===== src/rtl/mem_port_arbiter_if.sv =====
// Bundle of the fetch, data and memory-side signals around the memory port
// arbiter. The arbiter uses the slave view; the pipeline/memory side uses master.
interface mem_port_arbiter_if #(
  parameter int ADDR_W = 32,
  parameter int DATA_W = 32
);
  // instruction fetch port
  logic              if_req;
  logic [ADDR_W-1:0] if_addr;
  logic              if_ready;
  logic              if_rvalid;
  logic [DATA_W-1:0] if_rdata;
  // MEM-stage load/store port
  logic              d_req;
  logic              d_we;
  logic [ADDR_W-1:0] d_addr;
  logic [DATA_W-1:0] d_wdata;
  logic [2:0]        d_func3;
  logic              d_ready;
  logic              d_rvalid;
  logic [DATA_W-1:0] d_rdata;
  // unified memory port
  logic              mem_en;
  logic              mem_we;
  logic [ADDR_W-1:0] mem_addr;
  logic [DATA_W-1:0] mem_wdata;
  logic [2:0]        mem_func3;
  logic [DATA_W-1:0] mem_rdata;
  // pipeline freeze controls
  logic              stall_if;
  logic              stall_mem;

  modport slave (
    input  if_req, if_addr, d_req, d_we, d_addr, d_wdata, d_func3, mem_rdata,
    output if_ready, if_rvalid, if_rdata, d_ready, d_rvalid, d_rdata,
           mem_en, mem_we, mem_addr, mem_wdata, mem_func3, stall_if, stall_mem
  );

  modport master (
    output if_req, if_addr, d_req, d_we, d_addr, d_wdata, d_func3, mem_rdata,
    input  if_ready, if_rvalid, if_rdata, d_ready, d_rvalid, d_rdata,
           mem_en, mem_we, mem_addr, mem_wdata, mem_func3, stall_if, stall_mem
  );
endinterface


===== src/rtl/mem_port_arbiter.sv =====
// Arbiter sharing one single-ported memory between instruction fetch and the
// MEM-stage load/store. One transaction in flight; data wins unless the fetch
// has been passed over STARVE_MAX times in a row.
module mem_port_arbiter #(
  parameter int ADDR_W     = 32,
  parameter int DATA_W     = 32,
  parameter int MEM_LAT    = 2,
  parameter int STARVE_MAX = 4
) (
  input  logic                 clk,
  input  logic                 rst,
  mem_port_arbiter_if.slave    bus
);
  localparam int SW = $clog2(STARVE_MAX + 1);

  typedef enum logic [1:0] {IDLE, BUSY_IF, BUSY_D} state_t;

  state_t            state_q;
  logic [3:0]        lat_cnt_q;
  logic [SW-1:0]     starve_q;
  logic [ADDR_W-1:0] addr_q;
  logic [DATA_W-1:0] wdata_q;
  logic [2:0]        func3_q;
  logic              we_q;

  logic              sel_d;
  logic              sel_if;
  logic              busy;
  logic              done;
  logic              starved;
  logic [SW-1:0]     starve_d;

  // Grant decision in IDLE plus transaction-completion detect; everything is
  // masked while reset is asserted so outputs read 0 during reset.
  always_comb begin
    starved  = (starve_q == SW'(STARVE_MAX));
    sel_d    = rst && (state_q == IDLE) && bus.d_req && !(bus.if_req && starved);
    sel_if   = rst && (state_q == IDLE) && !sel_d && bus.if_req;
    busy     = rst && (state_q != IDLE);
    done     = busy && (lat_cnt_q == 4'(MEM_LAT));
    // data grant with fetch waiting bumps the count (saturating); otherwise clear
    starve_d = '0;
    if (bus.if_req && !starved) starve_d = starve_q + SW'(1);
    else if (bus.if_req)        starve_d = starve_q;
  end

  // Arbitration FSM: captures the winner's request and counts memory latency.
  always_ff @(posedge clk) begin
    if (!rst) begin
      state_q   <= IDLE;
      lat_cnt_q <= '0;
      starve_q  <= '0;
      addr_q    <= '0;
      wdata_q   <= '0;
      func3_q   <= '0;
      we_q      <= 1'b0;
    end else begin
      case (state_q)
        IDLE: begin
          if (sel_d) begin
            state_q   <= BUSY_D;
            lat_cnt_q <= 4'd1;
            starve_q  <= starve_d;
            addr_q    <= bus.d_addr;
            wdata_q   <= bus.d_wdata;
            func3_q   <= bus.d_func3;
            we_q      <= bus.d_we;
          end else if (sel_if) begin
            state_q   <= BUSY_IF;
            lat_cnt_q <= 4'd1;
            starve_q  <= '0;
            addr_q    <= bus.if_addr;
            wdata_q   <= '0;
            func3_q   <= 3'b010;  // fetches are always full words
            we_q      <= 1'b0;
          end
        end
        BUSY_IF, BUSY_D: begin
          if (lat_cnt_q == 4'(MEM_LAT)) begin
            state_q   <= IDLE;
            lat_cnt_q <= '0;
          end else begin
            lat_cnt_q <= lat_cnt_q + 4'd1;
          end
        end
        default: begin
          state_q   <= IDLE;
          lat_cnt_q <= '0;
        end
      endcase
    end
  end

  // Issue cycle presents the winner directly; while busy the captured copy is held.
  assign bus.if_ready  = sel_if;
  assign bus.d_ready   = sel_d;
  assign bus.mem_en    = sel_d | sel_if;
  assign bus.mem_we    = sel_d ? bus.d_we : (busy ? we_q : 1'b0);
  assign bus.mem_addr  = sel_d ? bus.d_addr  : sel_if ? bus.if_addr : busy ? addr_q  : '0;
  assign bus.mem_wdata = sel_d ? bus.d_wdata : sel_if ? '0          : busy ? wdata_q : '0;
  assign bus.mem_func3 = sel_d ? bus.d_func3 : sel_if ? 3'b010      : busy ? func3_q : 3'b000;

  // Response routing: only the owner of the finishing transaction sees rvalid.
  assign bus.if_rvalid = done && (state_q == BUSY_IF);
  assign bus.d_rvalid  = done && (state_q == BUSY_D);
  assign bus.if_rdata  = bus.if_rvalid ? bus.mem_rdata : '0;
  assign bus.d_rdata   = (bus.d_rvalid && !we_q) ? bus.mem_rdata : '0;

  assign bus.stall_if  = rst && bus.if_req && !bus.if_rvalid;
  assign bus.stall_mem = rst && bus.d_req  && !bus.d_rvalid;
endmodule


===== src/flat_wrapper.sv =====
// flat-port wrapper written by rule: the top's interface ports become plain ports
module mem_port_arbiter_flat 
#(
  parameter int ADDR_W     = 32,
  parameter int DATA_W     = 32,
  parameter int MEM_LAT    = 2,
  parameter int STARVE_MAX = 4
)
  (clk, rst, bus_if_req, bus_if_addr, bus_d_req, bus_d_we, bus_d_addr, bus_d_wdata, bus_d_func3, bus_mem_rdata, bus_if_ready, bus_if_rvalid, bus_if_rdata, bus_d_ready, bus_d_rvalid, bus_d_rdata, bus_mem_en, bus_mem_we, bus_mem_addr, bus_mem_wdata, bus_mem_func3, bus_stall_if, bus_stall_mem);
  mem_port_arbiter_if #(.ADDR_W(ADDR_W), .DATA_W(DATA_W)) bus_i ();
  input  logic clk;
  input  logic rst;
  input wire logic [$bits(bus_i.if_req)-1:0] bus_if_req;
  input wire logic [$bits(bus_i.if_addr)-1:0] bus_if_addr;
  input wire logic [$bits(bus_i.d_req)-1:0] bus_d_req;
  input wire logic [$bits(bus_i.d_we)-1:0] bus_d_we;
  input wire logic [$bits(bus_i.d_addr)-1:0] bus_d_addr;
  input wire logic [$bits(bus_i.d_wdata)-1:0] bus_d_wdata;
  input wire logic [$bits(bus_i.d_func3)-1:0] bus_d_func3;
  input wire logic [$bits(bus_i.mem_rdata)-1:0] bus_mem_rdata;
  output wire logic [$bits(bus_i.if_ready)-1:0] bus_if_ready;
  output wire logic [$bits(bus_i.if_rvalid)-1:0] bus_if_rvalid;
  output wire logic [$bits(bus_i.if_rdata)-1:0] bus_if_rdata;
  output wire logic [$bits(bus_i.d_ready)-1:0] bus_d_ready;
  output wire logic [$bits(bus_i.d_rvalid)-1:0] bus_d_rvalid;
  output wire logic [$bits(bus_i.d_rdata)-1:0] bus_d_rdata;
  output wire logic [$bits(bus_i.mem_en)-1:0] bus_mem_en;
  output wire logic [$bits(bus_i.mem_we)-1:0] bus_mem_we;
  output wire logic [$bits(bus_i.mem_addr)-1:0] bus_mem_addr;
  output wire logic [$bits(bus_i.mem_wdata)-1:0] bus_mem_wdata;
  output wire logic [$bits(bus_i.mem_func3)-1:0] bus_mem_func3;
  output wire logic [$bits(bus_i.stall_if)-1:0] bus_stall_if;
  output wire logic [$bits(bus_i.stall_mem)-1:0] bus_stall_mem;
  assign bus_i.if_req = bus_if_req;
  assign bus_i.if_addr = bus_if_addr;
  assign bus_i.d_req = bus_d_req;
  assign bus_i.d_we = bus_d_we;
  assign bus_i.d_addr = bus_d_addr;
  assign bus_i.d_wdata = bus_d_wdata;
  assign bus_i.d_func3 = bus_d_func3;
  assign bus_i.mem_rdata = bus_mem_rdata;
  assign bus_if_ready = bus_i.if_ready;
  assign bus_if_rvalid = bus_i.if_rvalid;
  assign bus_if_rdata = bus_i.if_rdata;
  assign bus_d_ready = bus_i.d_ready;
  assign bus_d_rvalid = bus_i.d_rvalid;
  assign bus_d_rdata = bus_i.d_rdata;
  assign bus_mem_en = bus_i.mem_en;
  assign bus_mem_we = bus_i.mem_we;
  assign bus_mem_addr = bus_i.mem_addr;
  assign bus_mem_wdata = bus_i.mem_wdata;
  assign bus_mem_func3 = bus_i.mem_func3;
  assign bus_stall_if = bus_i.stall_if;
  assign bus_stall_mem = bus_i.stall_mem;
  mem_port_arbiter #(.ADDR_W(ADDR_W), .DATA_W(DATA_W), .MEM_LAT(MEM_LAT), .STARVE_MAX(STARVE_MAX)) u_core (.clk(clk), .rst(rst), .bus(bus_i));
endmodule

===== config.mk =====
export PLATFORM = sky130hd
export DESIGN_NAME = mem_port_arbiter_flat
export DESIGN_NICKNAME = d
export VERILOG_FILES = /design/src/rtl/mem_port_arbiter_if.sv /design/src/rtl/mem_port_arbiter.sv /design/src/flat_wrapper.sv
export SDC_FILE = /design/constraint.sdc
export NUM_CORES = 1
export LEC_CHECK = 0
export ABC_AREA = 0
export CAP_MARGIN = 40
export CORE_AREA = 2 2 107 160
export DETAILED_ROUTE_END_ITERATION = 6
export DIE_AREA = 0 0 109 162
export PLACE_DENSITY_LB_ADDON = 0.3
export SLEW_MARGIN = 20
export SYNTH_ARGS = -nofsm -noshare
export SYNTH_HDL_FRONTEND = slang
export SYNTH_SLANG_ARGS = --single-unit

===== constraint.sdc =====
create_clock -name clk -period 2.3 [get_ports clk]
set_input_delay 0.46 -clock clk [delete_from_list [all_inputs] [get_ports clk]]
set_output_delay 0.46 -clock clk [all_outputs]
set_load 0.02 [all_outputs]

# --- Yosys cells after proc, flatten, opt, wreduce, memory -nomap -nowiden ---
# Cells that the tools add are included.
word_totals:
  ff_bits: 77
  wordCells: 79
  rom_bits: 0
  ramBits: 0
  latch_bits: 0
  mem_count: 0
classes:
  multipliers: 0
  reduce_logical: 29
  bitwise_logic: 1
  n_div: 0
  n_eq_ne: 7
  n_addsub: 2
  shifts: 0
  n_lt_le_gt_ge: 0
  mux: 33
ops:
  columns: ["op", "n"]
  rows:
  - ["32-bit two-way mux", 12]
  - ["3-bit two-way mux", 9]
  - ["1-bit logical AND", 16]
  - ["4-bit two-way mux", 3]
  - ["4-bit one-hot mux with 2 select lines", 1]
  - ["1-bit logical NOT", 6]
  - ["2-bit two-way mux", 3]
  - ["4-bit by 1-bit adder with 4-bit output, second input constant", 1]
  - ["4-bit by 2-bit == test with 1-bit output, second input constant", 1]
  - ["1-bit two-way mux", 4]
  - ["2-bit one-hot mux with 2 select lines", 1]
  - ["2-bit AND reduction", 2]
  - ["2-bit nonzero test", 2]
  - ["3-bit by 1-bit adder with 3-bit output, second input constant", 1]
  - ["3-bit == test, second input constant", 1]
  - ["3-bit by 1-bit inequality test with 1-bit output, second input constant", 1]
  - ["3-bit inequality test, second input constant", 1]
  - ["3-bit AND reduction", 1]
  - ["2-bit by 1-bit == test with 1-bit output, second input constant", 1]
  - ["2-bit == test, second input constant", 1]
  - ["2-bit logical NOT", 1]
  - ["2-bit by 1-bit inequality test with 1-bit output, second input constant", 1]
  - ["2-bit OR reduction", 1]
  - ["1-bit OR", 1]

# --- Depth between registers and ports, before layout ---
# Gate-level depths: netlist (run 1).
depth:
  word_depth: 10
  depth_mapped: 8

# --- Least setup slack after synthesis (run 1) ---
# Ideal clock, no wire load.
synth_timing:
  kind: "register to output"
  from: "reg u_core.state_q[0]"
  to: "out bus_mem_func3[1]"
  required_time_ns: 1.840
  n_path_buf: 3
  path_slack_ns: 0.176
  stages_incl_launch_ff: 9
  arrival_ns: 1.664
  cell_sequence: "dfxtp_1 -> inv_1 -> ha_1 -> nor2b_1 -> buf_2 -> buf_2 -> buf_4 -> nand2_1 -> a2bb2oi_1"
synth_between:
  elab_chain_cells: 9
  elab_cells_between_ends: 12
  cone_classes: "mux (3); reduce/logical (9)"
synth_rtl:
  columns: ["item", "line_no", "rtl"]
  rows:
  - ["from (decl)", "mem_port_arbiter.sv:18", "state_t state_q;"]
  - ["from (signal assigned)", "mem_port_arbiter.sv:50", "state_q <= IDLE;"]
  - ["from (signal assigned)", "mem_port_arbiter.sv:61", "state_q <= BUSY_D;"]
  - ["from (signal assigned)", "mem_port_arbiter.sv:69", "state_q <= BUSY_IF;"]
  - ["2-bit logical NOT", "mem_port_arbiter.sv:37, mem_port_arbiter.sv:38", null]
  - ["1-bit logical AND", "mem_port_arbiter.sv:37, mem_port_arbiter.sv:38", null]
  - ["1-bit logical AND (2 in series)", "mem_port_arbiter.sv:37", "sel_d = rst && (state_q == IDLE) && bus.d_req && !(bus.if_req && starved);"]
  - ["1-bit logical NOT", "mem_port_arbiter.sv:38", "sel_if = rst && (state_q == IDLE) && !sel_d && bus.if_req;"]
  - ["1-bit logical AND (2 in series)", "mem_port_arbiter.sv:38", null]
  - ["3-bit two-way mux", "mem_port_arbiter.sv:101", "assign bus.mem_func3 = sel_d ? bus.d_func3 : sel_if ? 3'b010 : busy ? func3_q : 3'b000;"]
  - ["3-bit two-way mux (*)", "mem_port_arbiter.sv:101", null]
  - ["to (decl)", "flat_wrapper.sv:31", "output wire logic [$bits(bus_i.mem_func3)-1:0] bus_mem_func3;"]
# Every way passes the cells marked *; elsewhere a longest branch is shown, timed or not.

# --- Final worst setup path (run 1) ---
layout_timing:
  from: "reg u_core.lat_cnt_q[0]"
  to: "out bus_if_rdata[14]"
layout_between:
  elab_chain_cells: 4
layout_rtl:
  columns: ["item", "line_no", "rtl"]
  rows:
  - ["from (decl)", "mem_port_arbiter.sv:19", "logic [3:0] lat_cnt_q;"]
  - ["from (signal assigned)", "mem_port_arbiter.sv:83", "lat_cnt_q <= lat_cnt_q + 4'd1;"]
  - ["4-bit by 2-bit == test with 1-bit output", "mem_port_arbiter.sv:40", "done = busy && (lat_cnt_q == 4'(MEM_LAT));"]
  - ["1-bit logical AND", "mem_port_arbiter.sv:40", null]
  - ["1-bit logical AND", "mem_port_arbiter.sv:104", "assign bus.if_rvalid = done && (state_q == BUSY_IF);"]
  - ["32-bit two-way mux", "mem_port_arbiter.sv:106", "assign bus.if_rdata = bus.if_rvalid ? bus.mem_rdata : '0;"]
  - ["to (decl)", "flat_wrapper.sv:23", "output wire logic [$bits(bus_i.if_rdata)-1:0] bus_if_rdata;"]
# Every way passes these cells.

==> metrics.md, run 1 <==
| Metric | Value |
|---|---|
| Status | finished with violations |
| Violations in the final reports | setup timing |
| Top Family by Delay on Critical Path | buffers and inverters |
| Core ar. | 16,200 um2 |
| Grt total ovfl | 0 |
| Hold WC Path Type | flop to flop |
| Leak pwr | 4.06 nW |
| Die area | 17,700 um2 |
| M1 WL | 8800 um |
| Layout area overhead | 99.2% |
| Avg Vias per Cell | 5.37 |
| Root Driver | clkbuf_16 |
| Synth Cell Area | 4800 um2 |
| Clk sinks | 77 |
| Syn_area_per_cell | 8.20 um2 |
| Vias in the first global route | 5,887 |
| Ys flop type | dfxtp_1 |
| Fmax | 390 MHz |
| I/O pins | 275 |
| Post-synth ARST share | 0% |
| Final routed DRC violation total | 0 |
| RSZ-0062 raised after global routing | true |
| Most frequent cells in the layout | buf_6 (142), clkdlybuf4s50_1 (132), buf_4 (74) |
| Period utilization | 111% |
| Pre-CTS setup slack | -0.637 ns |
| Final setup fails | 133 |
| First-pass GRT wire length | 31,600 um |
| Post-synth EDFFs | 0 |
| Row count | 57 |
| DR iter-0 viols | 447 |
| Largest net degree at the start of global routing | 66 |
| Synth Warn # | 0 |
| Final worst slack | -0.262 ns |
| Clock Skews | 0.00746 ns |
| DP Area | 8070 um2 |
| CTS Buf Count | 9 |
| Synth Area in Compound Gates | 33.6% |
| Post-Synth Adder-Cell Area | 2.08% |
| Fraction of synthesized area in multiplexers | 0% |
| Worst skew pair latency | 0.34 ns |
| DR vias | 6,086 |
| Hold Startpoint | u_core.wdata_q[8] |
| Worst Setup End Kind | primary output |
| DIE WIDTH | 109 um |
| All-Layer GR Usage | 22.7% |
| Clock slew at reported path FFs | 0.06 ns |
| Fillers | 1,398 |
| Critical path startpoint category | flop |
| Flops & latches, synth | 77 |
| CTS tree | yes |
| DR WL/cell | 19.5 um |
| Final #Nets | 1,066 |
| H-tree Lvls | 3 |
| Starting Density | 29.7% |
| Top sig layer | met4 |
| CP most frequent cell | buf_4 |
| Worst EP required | 1.84 ns |
| CP max FO | 14 |
| Maximum VDD drop | 0.363 mV |
| Simple-Gate Fraction of Synth Area | 23.8% |
| Sequential cell area fraction in the yosys report | 32.1% |
| Buffer depth of the longest clock path | 2 |
| CP max-delay cell | dfxtp_2 |
| PD cells | 611 nW/um2 |
| Worst slew margin | 59.5% |
| Post-DRT Antenna Nets | 0 |
| Largest family of logic cells by synthesized area | compound AO/OA/AOI/OAI gates |
| Most common cell after layout, fill and taps aside | buf_6 |
| Worst path max stage delay | 0.32 ns |
| CP cell instances | inv_1 -> ha_2 -> nor3b_4 -> buf_4 -> and3_4 -> buf_12 -> buf_4 -> and2_4 -> buf_6 |
| Initial antenna violation count | 1 |
| Placer Congestion | 0.825 |
| DRT Wirelength | 22,200 um |
| Routed wl met3 | 1220 um |
| Synth unique cells | 46 |
| Synth Instances | 586 |
| CP bufs+invs | 5 |
| Final slew viol count | 0 |
| Max-cap check violation count | 0 |
| Drt pass-1 iters | 5 |
| Fin area | 9570 um2 |
| Synthesized net count | 730 |
| Final Hold Viols | 0 |
| Port bufs | 274 |
| Hold_buf cts | 0 |
| Post-Synth XOR/XNOR Area | 0% |
| Dpl hpwl | 13,400 um |
| CP startpoint | u_core.lat_cnt_q[0] |
| Worst-Margin Slew | 0.607 ns |
| Launching point of the worst reg2reg path | u_core.state_q[0] |
| Layout cells sized above 1 | 40.2% |
| Period minus WS final | 2.56 ns |
| Critical path type | flop to primary output |
| Worst Path Arrival | 2.10 ns |
| Die Ht | 162 um |
| Met2 wire len | 11,600 um |
routing by layer:
layer	GRT usage (%)	vias to the layer above
met5	0	-
met4	7.23	0
met3	4.74	35
met2	39.2	208
met1	27.6	2926
li1	-	2917
worst register-to-register path, stage by stage (launching register included):
cell       delay [ns]
dfxtp_2          0.33
inv_2            0.07
ha_4             0.16
and3_4           0.39
buf_4            0.19
clkbuf_16        0.15
buf_4            0.32
a32oi_1          0.17
nor2_1           0.11
synth_stat cells, types with 8 or more instances:
cell / instances / share of area, %
and3_1: 38 / 4.9
nand2_1: 9 / 0.70
nor2_1: 37 / 2.9
o21ai_0: 63 / 6.6
buf_4: 11 / 1.7
ha_1: 8 / 2.1
a32oi_1: 35 / 6.4
nand3_1: 35 / 3.6
and2_1: 64 / 8.3
a22o_1: 35 / 6.4
a31oi_1: 32 / 4.2
buf_2: 27 / 2.8
a221o_1: 32 / 6.7
dfxtp_1: 77 / 32
clkbuf_1: 28 / 2.2
state kept, by name, indices dropped and copies added (netlist names):
signal,cells
u_core.addr_q,32
u_core.func3_q,3
u_core.lat_cnt_q,4
u_core.starve_q,3
u_core.state_q,2
u_core.wdata_q,32
u_core.we_q,1
worst paths after layout:
| check | endpoint | slack, ns | depth (start not counted) |
|---|---|---|---|
| setup / recovery | bus_if_rdata[14] | -0.26 | 9 |
| setup reg to reg | u_core.wdata_q[29] | 0.35 | 8 |
| hold / removal | u_core.wdata_q[8] | 0.49 | 2 |
| hold reg to reg | u_core.wdata_q[8] | 0.49 | 2 |
kinds of logic after synthesis:
group	count (synthesis)
fa+ha+maj	8
flops	77
buf+inv	80
compound gates	217
simple gates	204
power by group:
| group | switching [mW] | internal (mW) |
|---|---|---|
| sequential | 0.0954 | 1.51 |
| combinational | 1.23 | 1.36 |
| clock | 0.595 | 1.06 |
stage by stage:
| stage | total power, mW | hold slack, ns | util [%] | std cells | TNS (ns) |
|---|---|---|---|---|---|
| floorplan | 2.73 | 0.449 | - | 586 | 0 |
| global placement | 3.73 | 0.466 | 49.9 | 1061 | -61.38 |
| detailed placement | 3.74 | 0.477 | 49.9 | 1061 | -60.60 |
| CTS | 5.61 | 0.495 | 56.1 | 1123 | -15.06 |
| global route | 6.11 | 0.512 | 59.1 | 1133 | -28.12 |
| finish | 5.85 | 0.491 | 59.1 | 1134 | -19.61 |
area by class of cell:
class	instances	area [um2]	area share, %
timing repair buffer	396	4210	43.9
multi-input combinational	429	3170	33.1
sequential	77	1550	16.2
tap	206	258	2.69
clock buffer	10	229	2.39
clock inverter	6	111	1.16
inverter	9	46.3	0.484
antenna	1	2.50	0.0261
what timing repair did:
action / in CTS / in global routing
setup buffers: 38 / 14
pin swaps: 28 / 28
gates resized for setup: 807 / 130
gates cloned: 10 / 9
hold endpoints to repair: 0 / 0
setup endpoints to repair: 139 / 138
Note: power is estimated with default switching activity, not from simulation.
==> inputs of run 2 (changes only) <==
==> constraint.sdc (replaced) <==
create_clock -name clk -period 2.65 [get_ports clk]
set_input_delay 0.53 -clock clk [delete_from_list [all_inputs] [get_ports clk]]
set_output_delay 0.53 -clock clk [all_outputs]
set_load 0.02 [all_outputs]
==> run 2 against run 1 <==
The flow now finishes without violations; setup slack better by 0.38 ns; cell count down 6.2%; global-route usage down 1.8 points; combinational power down 34%; utilization down 11 points; routed wire length down 14%; hold slack worse by 0.017 ns; flip-flop and latch count unchanged; critical path type unchanged; largest power group unchanged; highest routed layer unchanged.
==> metrics.md, run 2 (synthesis results as in run 1) <==
| Metric | Value |
|---|---|
| All-Layer GR Usage | 20.9% |
| Buffer depth of the longest clock path | 2 |
| Fmax | 394 MHz |
| Row count | 57 |
| DRT Wirelength | 19,000 um |
| Reg2reg path depth | 7 |
| Critical path type | flop to primary output |
| Port bufs | 274 |
| Hold_buf cts | 0 |
| Hold WC Path Type | flop to flop |
| Maximum VDD drop | 0.287 mV |
| Core ar. | 16,200 um2 |
| Leak pwr | 3.41 nW |
| CTS Buf Count | 9 |
| Worst slew margin | 60.5% |
| Vias in the first global route | 5,581 |
| Final routed DRC violation total | 0 |
| Die area | 17,700 um2 |
| Clock slew at reported path FFs | 0.06 ns |
| Most common cell after layout, fill and taps aside | clkdlybuf4s50_1 |
| Layout cells sized above 1 | 21.4% |
| Clk sinks | 77 |
| DIE WIDTH | 109 um |
| Worst skew pair latency | 0.34 ns |
| Worst path max stage delay | 0.34 ns |
| Starting Density | 29.7% |
| H-tree Lvls | 3 |
| CP Depth | 8 |
| Layout area overhead | 61.1% |
| Final #Nets | 996 |
| Period minus WS final | 2.54 ns |
| Most frequent cells in the layout | clkdlybuf4s50_1 (133), clkbuf_2 (94), dfxtp_1 (77) |
| Period utilization | 95.7% |
| Placer Congestion | 0.837 |
| Drt pass-1 iters | 5 |
| Total power | 4.23 mW |
| Final Hold Viols | 0 |
| CP bufs+invs | 4 |
| Dpl hpwl | 13,400 um |
| Die Ht | 162 um |
| Top Registers | u_core.addr_q x32, u_core.wdata_q x32, u_core.lat_cnt_q x4 |
| CTS tree | yes |
| CP max-delay cell | dfxtp_1 |
| Post-DRT Antenna Nets | 0 |
| CP max FO | 26 |
| Final slew viol count | 0 |
| Worst Setup End Kind | primary output |
| DR iter-0 viols | 299 |
| I/O pins | 275 |
| CP cell instances | inv_2 -> ha_4 -> nand3_4 -> buf_4 -> buf_16 -> and3_1 -> a221o_1 -> buf_2 |
| First-pass GRT wire length | 29,400 um |
| Worst Path Arrival | 2.01 ns |
| DR vias | 5,664 |
| DR WL/cell | 17.9 um |
| Status | complete, no violations |
| Avg Vias per Cell | 5.32 |
| Worst EP required | 2.12 ns |
| RSZ-0062 raised after global routing | false |
| PD cells | 547 nW/um2 |
| Fillers | 1,670 |
| Final setup fails | 0 |
| Root Driver | clkbuf_16 |
| Top Family by Delay on Critical Path | buffers and inverters |
| Placed insts | 1,044 |
| Sum Neg Setup Slack | 0 ns |
| Finished Layout Cells | 1,064 |
| Worst-Margin Slew | 0.593 ns |
| Hold Path Cell Cnt | 2 |
| Initial antenna violation count | 1 |
| Fin util | 47.8% |
| Clock Skews | 0.00830 ns |
| Largest net degree at the start of global routing | 66 |
| Grt total ovfl | 0 |
| Max-cap check violation count | 0 |
| Critical path startpoint category | flop |
[run 2: final cells by class]
class	count	area (um2)	share of cell area (%)
Multi-Input combinational cell	429	2920	37.8
Timing Repair Buffer	326	2720	35.1
Sequential cell	77	1540	19.9
Tap cell	206	258	3.33
Clock buffer	11	233	3.01
Clock inverter	5	36.3	0.469
Inverter	9	33.8	0.436
Antenna cell	1	2.50	0.0323
[run 2: path summary, 6_finish.rpt]
check                                        start            endpoint  slack (ns)
worst min register to register  u_core.starve_q[1]  u_core.starve_q[1]        0.47
worst max register to register   u_core.state_q[0]  u_core.starve_q[2]        0.77
worst min-delay path            u_core.starve_q[1]  u_core.starve_q[1]        0.47
worst max-delay path            u_core.starve_q[0]    bus_mem_addr[23]        0.11
[run 2: worst min-delay path: stages (launching register included)]
cell and delay [ns]:
dfxtp_1 0.32, nand2_1 0.06, a21oi_1 0.05
[run 2: power by group]
group	leakage, nW	total [mW]	switching (mW)	internal (mW)
combinational	2.66	1.69	0.912	0.782
sequential	0.631	1.39	0.0843	1.31
clock	0.122	1.15	0.513	0.637
[run 2: through the flow]
stage | hold slack (ns) | setup slack, ns | instance area [um2]
floorplan | 0.449 | 0.456 | 4800
global placement | 0.461 | -0.338 | 7930
detailed placement | 0.463 | -0.352 | 7930
CTS | 0.472 | 0.000249 | 8140
global route | 0.508 | 0.00134 | 7740
finish | 0.475 | 0.113 | 7740
[run 2: routing by layer]
| layer | share of wire (%) | track usage, % | up-vias |
|---|---|---|---|
| met5 | 0 | 0 | - |
| met4 | 2.5 | 7.58 | 0 |
| met3 | 5.2 | 4.13 | 30 |
| met2 | 51 | 36.1 | 176 |
| met1 | 41 | 25.2 | 2680 |
| li1 | - | - | 2778 |
[run 2: repair_timing]
item	4_1_cts	5_1_grt
gates cloned	1	0
endpoints found under the setup margin	139	131
setup buffers	2	0
gates resized for setup	188	170
pin swaps	1	0
